===== config.mk =====
export PLATFORM = sky130hd
export DESIGN_NAME = serializador_8b
export DESIGN_NICKNAME = d
export VERILOG_FILES = /design/src/rtl/serializador_8b.sv
export SDC_FILE = /design/constraint.sdc
export NUM_CORES = 1
export LEC_CHECK = 0
export ABC_AREA = 0
export CORE_MARGIN = 2
export CORE_UTILIZATION = 40
export CTS_CLUSTER_DIAMETER = 200
export DETAILED_ROUTE_END_ITERATION = 6
export GPL_TIMING_DRIVEN = 0
export PLACE_DENSITY = 0.61
export SYNTH_ARGS = -nofsm -noshare
export SYNTH_HDL_FRONTEND = slang
export SYNTH_SLANG_ARGS = --single-unit

===== constraint.sdc =====
create_clock -name clk -period 3.6 [get_ports clk]
set_input_delay 0.72 -clock clk [delete_from_list [all_inputs] [get_ports clk]]
set_output_delay 0.72 -clock clk [all_outputs]
set_load 0.01 [all_outputs]

===== src/rtl/serializador_8b.sv =====
// -----------------------------------------------------------------------------
// serializador_8b
// Parallel-to-serial stage fed by the 32->8 width converter. Bytes arrive over a
// valid/ready handshake into a one-byte holding buffer and are shifted out one
// bit per clk. When no user byte is ready at a symbol boundary, IDLE_BYTE is
// sent instead, so the line never stalls mid-symbol.
//
// Ports:
//   clk        serial bit clock, all state changes on posedge
//   reset_L    asynchronous active-low reset
//   enable     1 = transmit, 0 = go quiet after the current symbol
//   data_in    byte from upstream
//   valid_in   data_in valid this cycle
//   ready_out  byte accepted this cycle when valid_in is also high (combinational)
//   data_out   serial bit (registered)
//   valid_out  data_out carries a bit of a symbol
//   is_data    current symbol is a user byte
//
// Build option:
//   SERIAL_MSB_FIRST_EN  defined   -> MSB first, shift register shifts left
//                        undefined -> LSB first, shift register shifts right
// -----------------------------------------------------------------------------
module serializador_8b #(
   parameter logic [7:0] IDLE_BYTE = 8'hBC,
   parameter int         BITS      = 8
) (
   input  logic       clk,
   input  logic       reset_L,
   input  logic       enable,
   input  logic [7:0] data_in,
   input  logic       valid_in,
   output logic       ready_out,
   output logic       data_out,
   output logic       valid_out,
   output logic       is_data
);

   localparam logic [2:0] LAST_BIT = 3'(BITS - 1);

   typedef enum logic {
      ST_QUIET = 1'b0,
      ST_SHIFT = 1'b1
   } state_t;

   state_t     r_state;
   logic [7:0] r_shift;
   logic [2:0] r_cnt;
   logic [7:0] r_buf;
   logic       r_buf_full;
   logic       r_valid;
   logic       r_is_data;

   logic       w_boundary;
   logic       w_load;
   logic       w_load_buf;
   logic       w_xfer;
   logic [7:0] w_sym;
   logic       w_sym_is_data;

   // Advance the shift register by one bit in the configured direction.
   function automatic logic [7:0] f_shift(input logic [7:0] v);
`ifdef SERIAL_MSB_FIRST_EN
      return {v[6:0], 1'b0};
`else
      return {1'b0, v[7:1]};
`endif
   endfunction

   // A boundary is either the last bit of a symbol or any cycle spent quiet;
   // only when enable is high does it actually load a new symbol.
   assign w_boundary = (r_state == ST_QUIET) | ((r_state == ST_SHIFT) & (r_cnt == LAST_BIT));
   assign w_load     = w_boundary & enable;
   assign w_load_buf = w_load & r_buf_full;

   // The buffer can take a new byte on the same edge it drains into the shifter.
   assign ready_out  = ~r_buf_full | w_load_buf;
   assign w_xfer     = valid_in & ready_out;

`ifdef SERIAL_MSB_FIRST_EN
   assign data_out  = r_shift[7];
`else
   assign data_out  = r_shift[0];
`endif
   assign valid_out = r_valid;
   assign is_data   = r_is_data;

   // Pick the next symbol: buffered byte first, then a same-cycle bypass, else idle.
   always_comb begin
      w_sym         = IDLE_BYTE;
      w_sym_is_data = 1'b0;
      if (r_buf_full) begin
         w_sym         = r_buf;
         w_sym_is_data = 1'b1;
      end else if (w_xfer) begin
         w_sym         = data_in;
         w_sym_is_data = 1'b1;
      end else begin
         w_sym         = IDLE_BYTE;
         w_sym_is_data = 1'b0;
      end
   end

   // Line state machine: symbol loading, shifting, bit counting and output flags.
   always_ff @(posedge clk or negedge reset_L) begin
      if (!reset_L) begin
         r_state   <= ST_QUIET;
         r_shift   <= 8'h00;
         r_cnt     <= 3'd0;
         r_valid   <= 1'b0;
         r_is_data <= 1'b0;
      end else begin
         case (r_state)
            ST_QUIET: begin
               r_cnt <= 3'd0;
               if (enable) begin
                  r_state   <= ST_SHIFT;
                  r_shift   <= w_sym;
                  r_valid   <= 1'b1;
                  r_is_data <= w_sym_is_data;
               end else begin
                  r_state   <= ST_QUIET;
                  r_shift   <= 8'h00;
                  r_valid   <= 1'b0;
                  r_is_data <= 1'b0;
               end
            end
            ST_SHIFT: begin
               // Counter wraps 7 -> 0 naturally at the symbol boundary.
               r_cnt <= r_cnt + 3'd1;
               if (r_cnt == LAST_BIT) begin
                  if (enable) begin
                     r_state   <= ST_SHIFT;
                     r_shift   <= w_sym;
                     r_valid   <= 1'b1;
                     r_is_data <= w_sym_is_data;
                  end else begin
                     r_state   <= ST_QUIET;
                     r_shift   <= 8'h00;
                     r_cnt     <= 3'd0;
                     r_valid   <= 1'b0;
                     r_is_data <= 1'b0;
                  end
               end else begin
                  r_shift <= f_shift(r_shift);
               end
            end
            default: begin
               r_state   <= ST_QUIET;
               r_shift   <= 8'h00;
               r_cnt     <= 3'd0;
               r_valid   <= 1'b0;
               r_is_data <= 1'b0;
            end
         endcase
      end
   end

   // Holding buffer: drains at a loading boundary, may refill on the same edge.
   always_ff @(posedge clk or negedge reset_L) begin
      if (!reset_L) begin
         r_buf      <= 8'h00;
         r_buf_full <= 1'b0;
      end else if (w_load_buf) begin
         r_buf_full <= w_xfer;
         if (w_xfer) begin
            r_buf <= data_in;
         end
      end else if (w_xfer && !w_load) begin
         // Bypass transfers go straight to the shifter and never touch the buffer.
         r_buf      <= data_in;
         r_buf_full <= 1'b1;
      end
   end

endmodule


==> results.yml, run 1 <==
run_status:
  outcome: "finished, final reports clean"
timing:
  finalMaxSlewViolations: 0
  hold_viol: 0
  tns_ns: 0
  slew_headroom_pct: 32.5
  setup_viol: 0
  rsz0062_at_grt: "no"
  fin_skew_ns: 0.00222
  fin_hold_ws_ns: 0.440
  layout_min_cycle_time_ns: 2.95
  worst_slew_pin_slew_ns: 1.01
  max_clock_freq_ghz: 0.339
  period_share_pct: 82.0
logic_synthesis:
  synth_top_family_by_area: "compound AO/OA/AOI/OAI gates"
  synth_area_per_cell_um2: 11.9
  seq_area_frac_synth_pct: 58.9
  synth_compound_area_share_pct: 13.8
  synthMuxAreaShare_pct: 9.22
  synth_cell_types: 21
  synthSimpleGateAreaFrac_pct: 10.9
  synth.net_count: 96
  synth_xor_xnor_area_share_pct: 0
  synth_fa_ha_area_share_pct: 3.59
  synth-seq-cells: 23
  ys_warn_count: 0
  syn_inst: 82
  syn_area_um2: 977
placement:
  io_buffer_count: 15
  dp_cells: 125
  gp_congestion: 0.711
  place_area_mm2: 0.00116
  hpwl_um: 1200
global_route:
  grtUsageTotal_pct: 14.7
  antenna_found_initial: 0
  grt_max_degree: 24
  grt_pass1_wl_um: 2890
  overflow: 0
  grt_pass1_vias: 652
clock_network:
  worstSkewPairLatency_ns: 0.30
  post_cts_buffers: 0
  cts_resized: 0
  numCtsBuffers: 3
  cts_root_buf: "clkbuf_4"
  clkSlewWorstSetupHoldPaths_ns: 0.12
  cts.sinks: 23
  cts_hold_buf: 0
  cts_buffer_depth: 2
  cts.htree.levels: 1
  cts_tree: "built"
routing:
  wl_um: 1670
  vias: 658
  wire_per_inst_um: 13.0
  drtAntennaViolNets: 0
  drc: 0
  first_pass_iters: 4
  vias_per_cell: 5.10
  first_iter_violations: 4
layout:
  antenna_cells: 0
  finalNonFillerCells: 129
  final_nets: 116
  syn_to_final_growth_pct: 21.6
  drive_gt1_share_pct: 16.8
  fillers: 227
  final_area_mm2: 0.00119
  utilization_pct: 52.7
worst_setup_path:
  cp_slowest_cell: "clkdlybuf4s50_1"
  crit_path_cell_trace: "clkdlybuf4s50_1 -> nand2b_4 -> buf_6 -> nand2_1 -> clkdlybuf4s50_1"
  slowest_delay_ns: 0.70
  r2r_cells: 6
  worstPathArrival_ns: 2.23
  critPathLaunchType: "input port"
  cp_common_cell: "clkdlybuf4s50_1"
  required_ns: 2.88
  crit_fanout: 9
  endpoint_kind: "primary output"
  critPathKind: "input port to primary output"
power_and_ir_drop:
  ir_worst_vdd_mv: 0.296
  leakage_uw: 0.000524
  comb_power_share_pct: 39.4
  power.internal_uw: 593
  p_clk_share_pct: 13.4
  swShare_pct: 31.7
  switchingPower_uw: 275
  p_seq_share_pct: 47.2
  power.density_mw_per_mm2: 730
floorplan:
  rows: 17
  boundaryPins: 16
  core-area_mm2: 0.00225
  dieArea_mm2: 0.00285
  fp.dieH_um: 53.4
  die_x_um: 53.4
  initial_core_util_pct: 43.3
worst_hold_path:
  worstHoldPathType: "flip-flop to flip-flop"
  worstHoldPathCells: 1
run:
  drv_cap: 0
## per-stage QoR
step                power [uW]  setup WS (ns)
floorplan                  647           1.62
global placement           749          0.656
global route               942          0.575
detailed placement         765          0.654
finish                     867          0.649
CTS                        883          0.634
## synth_stat cells
cell	count	area share, %
mux2_2	8	9.2
inv_1	4	1.5
buf_1	1	0.38
o22ai_1	1	0.64
ha_1	2	2.6
buf_6	1	1.2
or2_2	1	0.64
nand2b_1	1	0.64
nor2_1	4	1.5
o221ai_1	4	3.6
o21ai_0	10	5.1
buf_2	1	0.51
nand2b_4	1	1.4
nor2b_1	1	0.64
nor2b_4	1	1.4
a22oi_1	3	2.3
dfrtp_1	23	59
o21ai_1	1	0.51
maj3_1	1	1.0
a21oi_4	1	1.7
nand2_1	12	4.6
## sequential cells by signal (all words and copies together), names as in the netlist
name and flops:
r_state 1, r_cnt 3, valid_out 1, is_data 1
r_buf 8, r_shift 8, r_buf_full 1
## metal layers
metal / up-vias / global-route usage (%) / wire length, um
met5: - / 0 / 0
met1: 326 / 18.2 / 772
met3: 2 / 3.39 / 37
li1: 323 / - / -
met4: 0 / 7.69 / 16
met2: 7 / 23.5 / 848
## layout by cell type (no fill, tap or decap), drive strengths merged, types with 2 or more instances in the layout
cell type / Yosys / layout
inv: 4 / 4
o221ai: 4 / 4
a22oi: 3 / 3
dfrtp: 23 / 23
o21ai: 11 / 11
nand2b: 2 / 2
mux2: 8 / 8
nand2: 12 / 12
nor2b: 2 / 2
ha: 2 / 2
clkbuf: 0 / 4
clkdlybuf4s50: 0 / 15
buf: 3 / 3
nor2: 4 / 4
## kinds of logic after synthesis
family	Yosys count
compound gates	20
fa+ha+maj	3
buf+inv	7
flops	23
mux	8
simple gates	21
## worst max-delay path: cells and delay by family
kind          cells  cell delay [ns]
buf+inv           3             1.36
simple gates      2             0.13
## final timing paths
check	from	slack [ns]	endpoint
max	enable	0.65	ready_out
min	r_cnt[0]	0.44	r_cnt[0]
max reg2reg	r_cnt[0]	1.67	r_buf[0]
min reg2reg	r_cnt[0]	0.44	r_cnt[0]
max in group asynchronous	reset_L	2.04	r_state
min in group asynchronous	reset_L	0.96	r_buf[2]
## layout make-up
class | count | area [um^2] | area share [%]
Sequential cell | 23 | 576 | 48.4
Multi-Input combinational cell | 52 | 367 | 30.8
Timing Repair Buffer | 15 | 150 | 12.6
Tap cell | 28 | 35.0 | 2.95
Clock buffer | 4 | 26.3 | 2.21
Buffer | 3 | 20.0 | 1.68
Inverter | 4 | 15.0 | 1.26
## power by group through the flow
stage	Combinational, uW	Sequential (uW)	Clock [uW]
after global placement	336	413	0
after detailed placement	347	418	0
after global routing	389	421	132
after floorplan	232	414	0
final	342	410	116
after CTS	348	411	124
No activity file was read; power rests on OpenSTA's default activity.
==> run 2: changes to the inputs <==
PLACE_DENSITY = 0.63   (was 0.61)
clock period = 2.7 ns   (was 3.6 ns; I/O delays follow)
==> results.yml, run 2 (synthesized netlist as in run 1, its figures left out) <==
global_route:
  grt_pass1_wl_um: 3040
  grtUsageTotal_pct: 15.3
  overflow: 0
  antenna_found_initial: 0
  grt_max_degree: 24
  grt_pass1_vias: 655
power_and_ir_drop:
  swShare_pct: 31.9
  ir_worst_vdd_mv: 0.470
  comb_power_share_pct: 39.4
  p_seq_share_pct: 47.0
  switchingPower_uw: 371
  leakage_uw: 0.000547
  power.internal_uw: 793
  total_power_uw: 1160
  power.density_mw_per_mm2: 970
  p_clk_share_pct: 13.6
routing:
  wl_um: 1700
  first_pass_iters: 4
  vias_per_cell: 5.03
  wire_per_inst_um: 13.1
  vias: 654
  drc: 0
  drtAntennaViolNets: 0
  first_iter_violations: 15
worst_setup_path:
  r2r-end: "r_buf[0]"
  worstPathArrival_ns: 1.75
  cp_slowest_cell: "dfrtp_1"
  path_buf_inv: 2
  crit_path_cell_trace: "ha_1 -> ha_1 -> nor2b_4 -> nand2b_4 -> buf_6 -> nand2_1 -> dlymetal6s2s_1"
  required_ns: 2.16
  rr_startpoint: "r_cnt[0]"
  critPathTopFamily: "adder cells"
  crit_fanout: 8
  cp_common_cell: "ha_1"
  endpoint_kind: "primary output"
  r2r_cells: 7
  slowest_delay_ns: 0.40
  critPathKind: "flip-flop to primary output"
  critPathLaunchType: "flip-flop"
  rrSetupSlack_ns: 0.74
worst_hold_path:
  hold_start: "r_cnt[0]"
  worstHoldPathType: "flip-flop to flip-flop"
  hold-path-endpoint: "r_cnt[0]"
  worstHoldPathCells: 1
layout:
  reg.largest.list: "r_buf (8), r_shift (8), r_cnt (3)"
  final-seq-area_um2: 576
  syn_to_final_growth_pct: 22.8
  final_common_cell: "dfrtp_1"
  final_nets: 117
  drive_gt1_share_pct: 18.6
  multi_input_area_um2: 367
  layout_common_cells: "23 x dfrtp_1, 14 x clkdlybuf4s50_1, 12 x nand2_1"
  fillers: 222
  antenna_cells: 0
clock_network:
  numCtsBuffers: 3
  cts_tree: "built"
  cts_buffer_depth: 2
  clkSlewWorstSetupHoldPaths_ns: 0.12
  cts.sinks: 23
  cts.htree.levels: 1
  cts_hold_buf: 0
  worstSkewPairLatency_ns: 0.31
  cts_root_buf: "clkbuf_4"
timing:
  max_clock_freq_ghz: 0.436
  rsz0062_at_grt: "no"
  worst_slew_pin_slew_ns: 1.01
  slew_headroom_pct: 32.2
  tns_ns: 0
  hold_viol: 0
  fin_skew_ns: 0.00812
  finalMaxSlewViolations: 0
  setup_viol: 0
  period_share_pct: 85.0
  layout_min_cycle_time_ns: 2.29
placement:
  gp_congestion: 0.720
  io_buffer_count: 15
  hpwl_um: 1230
floorplan:
  boundaryPins: 16
  initial_core_util_pct: 43.3
  die_x_um: 53.4
  rows: 17
  core-area_mm2: 0.00225
  dieArea_mm2: 0.00285
  fp.dieH_um: 53.4
run:
  drv_cap: 0
run_status:
  outcome: "finished, final reports clean"
## run 2: cell types whose count changed in the layout (fill, tap and decap cells not counted)
cell             previous run  this run
clkinv_2                    0         1
buf_4                       0         1
clkbuf_1                    1         0
clkdlybuf4s50_1            15        14
dlymetal6s2s_1              0         1
## run 2: what timing repair did
| action | 4_1_cts | 5_1_grt |
|---|---|---|
| setup endpoints to repair | 1 | 1 |
| pin swaps | 0 | 0 |
| buffers inserted | 1 | 0 |
| resized for setup | 0 | 1 |
## run 2: metal layers
layer	up-vias	global-route usage [%]	routed length (um)
met5	-	0	0
met4	0	2.56	0
met3	0	5.93	82
met2	13	22.8	788
met1	313	21.0	830
li1	328	-	-
## run 2: worst max-delay path by stage
stage | endpoint | slack [ns] | start | cells after the start
CTS | ready_out | 0.07 | r_cnt[0] | 7
floorplan | ready_out | 0.90 | r_cnt[0] | 6
global route | ready_out | 0.30 | r_cnt[0] | 7
finish | ready_out | 0.41 | r_cnt[0] | 7
detailed placement | ready_out | 0.14 | enable | 5
global placement | ready_out | 0.13 | enable | 5
## run 2: layout make-up
type	count	share of cell area (%)
Buffer	3	1.67
Clock buffer	3	1.88
Clock inverter	1	0.417
Inverter	4	1.25
Multi-Input combinational cell	52	30.6
Sequential cell	23	48.0
Tap cell	28	2.92
Timing Repair Buffer	16	13.3
## run 2: worst reg2reg max path, stage by stage, from the launching register on
cell     delay, ns
dfrtp_1       0.40
ha_1          0.20
ha_1          0.22
nor2b_4       0.13
buf_4         0.14
o21ai_1       0.10
a21oi_4       0.28
mux2_2        0.37
## run 2: power groups by stage
| stage | Combinational [uW] | Sequential (uW) | Clock [uW] |
|---|---|---|---|
| finish | 459 | 547 | 158 |
| CTS | 470 | 548 | 165 |
| floorplan | 310 | 552 | 0 |
| global placement | 445 | 550 | 0 |
| detailed placement | 459 | 557 | 0 |
| global route | 525 | 566 | 185 |
## run 2: per-stage QoR
stage	instances	setup WS [ns]	util (%)	cell area, um^2	hold slack [ns]
3_5_place_dp	125	0.137	51.6	1160	0.442
4_1_cts	130	0.0708	53.1	1200	0.459
3_3_place_gp	125	0.131	51.6	1160	0.423
5_1_grt	130	0.305	53.2	1200	0.492
2_1_floorplan	82	0.903	-	977	0.244
6_report	130	0.406	53.2	1200	0.449
==> run 3: changes to the inputs <==
PLACE_DENSITY = 0.61   (was 0.63)
clock period = 2.21 ns   (was 2.7 ns; I/O delays follow)
==> results.yml, run 3 (synthesized netlist as in run 1, its figures left out) <==
worst_setup_path:
  endpoint_kind: "primary output"
  critPathKind: "flip-flop to primary output"
  crit_fanout: 2
  rrSetupSlack_ns: 0.28
  required_ns: 1.77
  critPathLaunchType: "flip-flop"
  worstPathArrival_ns: 1.66
placement:
  gp_congestion: 0.711
  dp_cells: 125
  pre_cts_slack_ns: -0.180
  place_area_mm2: 0.00116
  hpwl_um: 1200
  io_buffer_count: 15
layout:
  reg.largest.list: "r_buf (8), r_shift (8), r_cnt (3)"
  antenna_cells: 0
  final_nets: 117
  layout_common_cells: "23 x dfrtp_1, 14 x clkdlybuf4s50_1, 12 x nand2_1"
  drive_gt1_share_pct: 18.6
  final_area_mm2: 0.00119
  syn_to_final_growth_pct: 22.3
  final-seq-area_um2: 576
  final_common_cell: "dfrtp_1"
  fillers: 226
  finalNonFillerCells: 130
  multi_input_area_um2: 369
power_and_ir_drop:
  swShare_pct: 31.9
  power.density_mw_per_mm2: 1190
  power.internal_uw: 971
  ir_worst_vdd_mv: 0.482
  switchingPower_uw: 455
  leakage_uw: 0.000525
  comb_power_share_pct: 39.8
  p_seq_share_pct: 46.8
  p_clk_share_pct: 13.4
timing:
  tns_ns: 0
  finalMaxSlewViolations: 0
  slew_headroom_pct: 32.9
  max_clock_freq_ghz: 0.477
  fin_hold_ws_ns: 0.440
  setup_viol: 0
  final.setup.worst_slack_ns: 0.113
  rsz0062_at_grt: "no"
  worst_slew_pin_slew_ns: 1.00
  layout_min_cycle_time_ns: 2.10
  fin_skew_ns: 0.00352
  period_share_pct: 94.9
  hold_viol: 0
clock_network:
  cts_tree: "built"
  cts_buffer_depth: 2
  cts.sinks: 23
  clkSlewWorstSetupHoldPaths_ns: 0.12
  cts_root_buf: "clkbuf_4"
  numCtsBuffers: 3
  worstSkewPairLatency_ns: 0.30
  cts.htree.levels: 1
run_status:
  outcome: "finished, final reports clean"
routing:
  wire_per_inst_um: 13.3
  vias_per_cell: 5.18
  drtAntennaViolNets: 0
  first_iter_violations: 9
  wl_um: 1730
  drc: 0
  first_pass_iters: 4
  vias: 673
global_route:
  grt_pass1_wl_um: 2930
  antenna_found_initial: 0
  grtUsageTotal_pct: 15.0
  grt_pass1_vias: 649
  overflow: 0
  grt_max_degree: 24
run:
  drv_cap: 0
floorplan:
  core-area_mm2: 0.00225
  boundaryPins: 16
  die_x_um: 53.4
  fp.dieH_um: 53.4
  initial_core_util_pct: 43.3
  dieArea_mm2: 0.00285
  rows: 17
worst_hold_path:
  worstHoldPathType: "flip-flop to flip-flop"
[run 3: changes by cell type in the layout (fill, tap and decap cells not counted)]
| cell | before | now |
|---|---|---|
| buf_6 | 1 | 0 |
| ha_2 | 0 | 1 |
| buf_4 | 1 | 2 |
| clkdlybuf4s15_1 | 0 | 1 |
| ha_1 | 2 | 1 |
| dlymetal6s2s_1 | 1 | 0 |
| clkinv_2 | 1 | 0 |
| clkbuf_1 | 0 | 1 |
[run 3: per-layer routing]
metal  vias to the layer above  global-route usage [%]  part of all wire [%]
li1                        323                       -                     -
met1                       339                    18.7                    46
met2                         9                    23.9                    51
met3                         2                    3.39                   2.4
met4                         0                    7.69                  0.93
met5                         -                       0                     0
[run 3: metrics by stage]
step / utilization, % / total power [uW]
final: 53.0 / 1430
after global routing: 53.0 / 1550
after CTS: 52.9 / 1450
after detailed placement: 51.6 / 1250
after global placement: 51.6 / 1220
after floorplan: - / 1050
[run 3: final timing paths]
path / startpoint / end / cells past startpoint
max reg2reg: r_cnt[0] / r_buf[3] / 7
max in group asynchronous: reset_L / r_state / 1
min in group asynchronous: reset_L / r_buf[2] / 1
min: r_cnt[0] / r_cnt[0] / 1
max: r_cnt[0] / ready_out / 6
min reg2reg: r_cnt[0] / r_cnt[0] / 1
[run 3: timing repair]
action                     in CTS  in global routing
setup buffers                   2                  0
pin swaps                       0                  0
hold buffers                    0                  0
gates resized for setup         2                  1
gates cloned                    0                  0
setup endpoints to repair       1                  1
[run 3: worst max-delay path: stages, from the launching register on]
cell             delay [ns]
dfrtp_1                0.40
ha_1                   0.21
ha_2                   0.19
nor2b_4                0.12
nand2b_4               0.13
nand2_1                0.07
clkdlybuf4s15_1        0.23
[run 3: area by class of cell]
class / instances / area share, %
Inverter: 4 / 1.26
Clock buffer: 4 / 2.20
Sequential cell: 23 / 48.2
Multi-Input combinational cell: 52 / 30.9
Timing Repair Buffer: 17 / 13.8
Tap cell: 28 / 2.93
Buffer: 2 / 0.733
[run 3: power by group through the flow]
stage	logic (uW)	clock network (uW)	registers (uW)
after floorplan	379	0	675
after global placement	548	0	672
after detailed placement	565	0	681
after CTS	574	202	670
after global routing	645	216	687
final	567	192	667
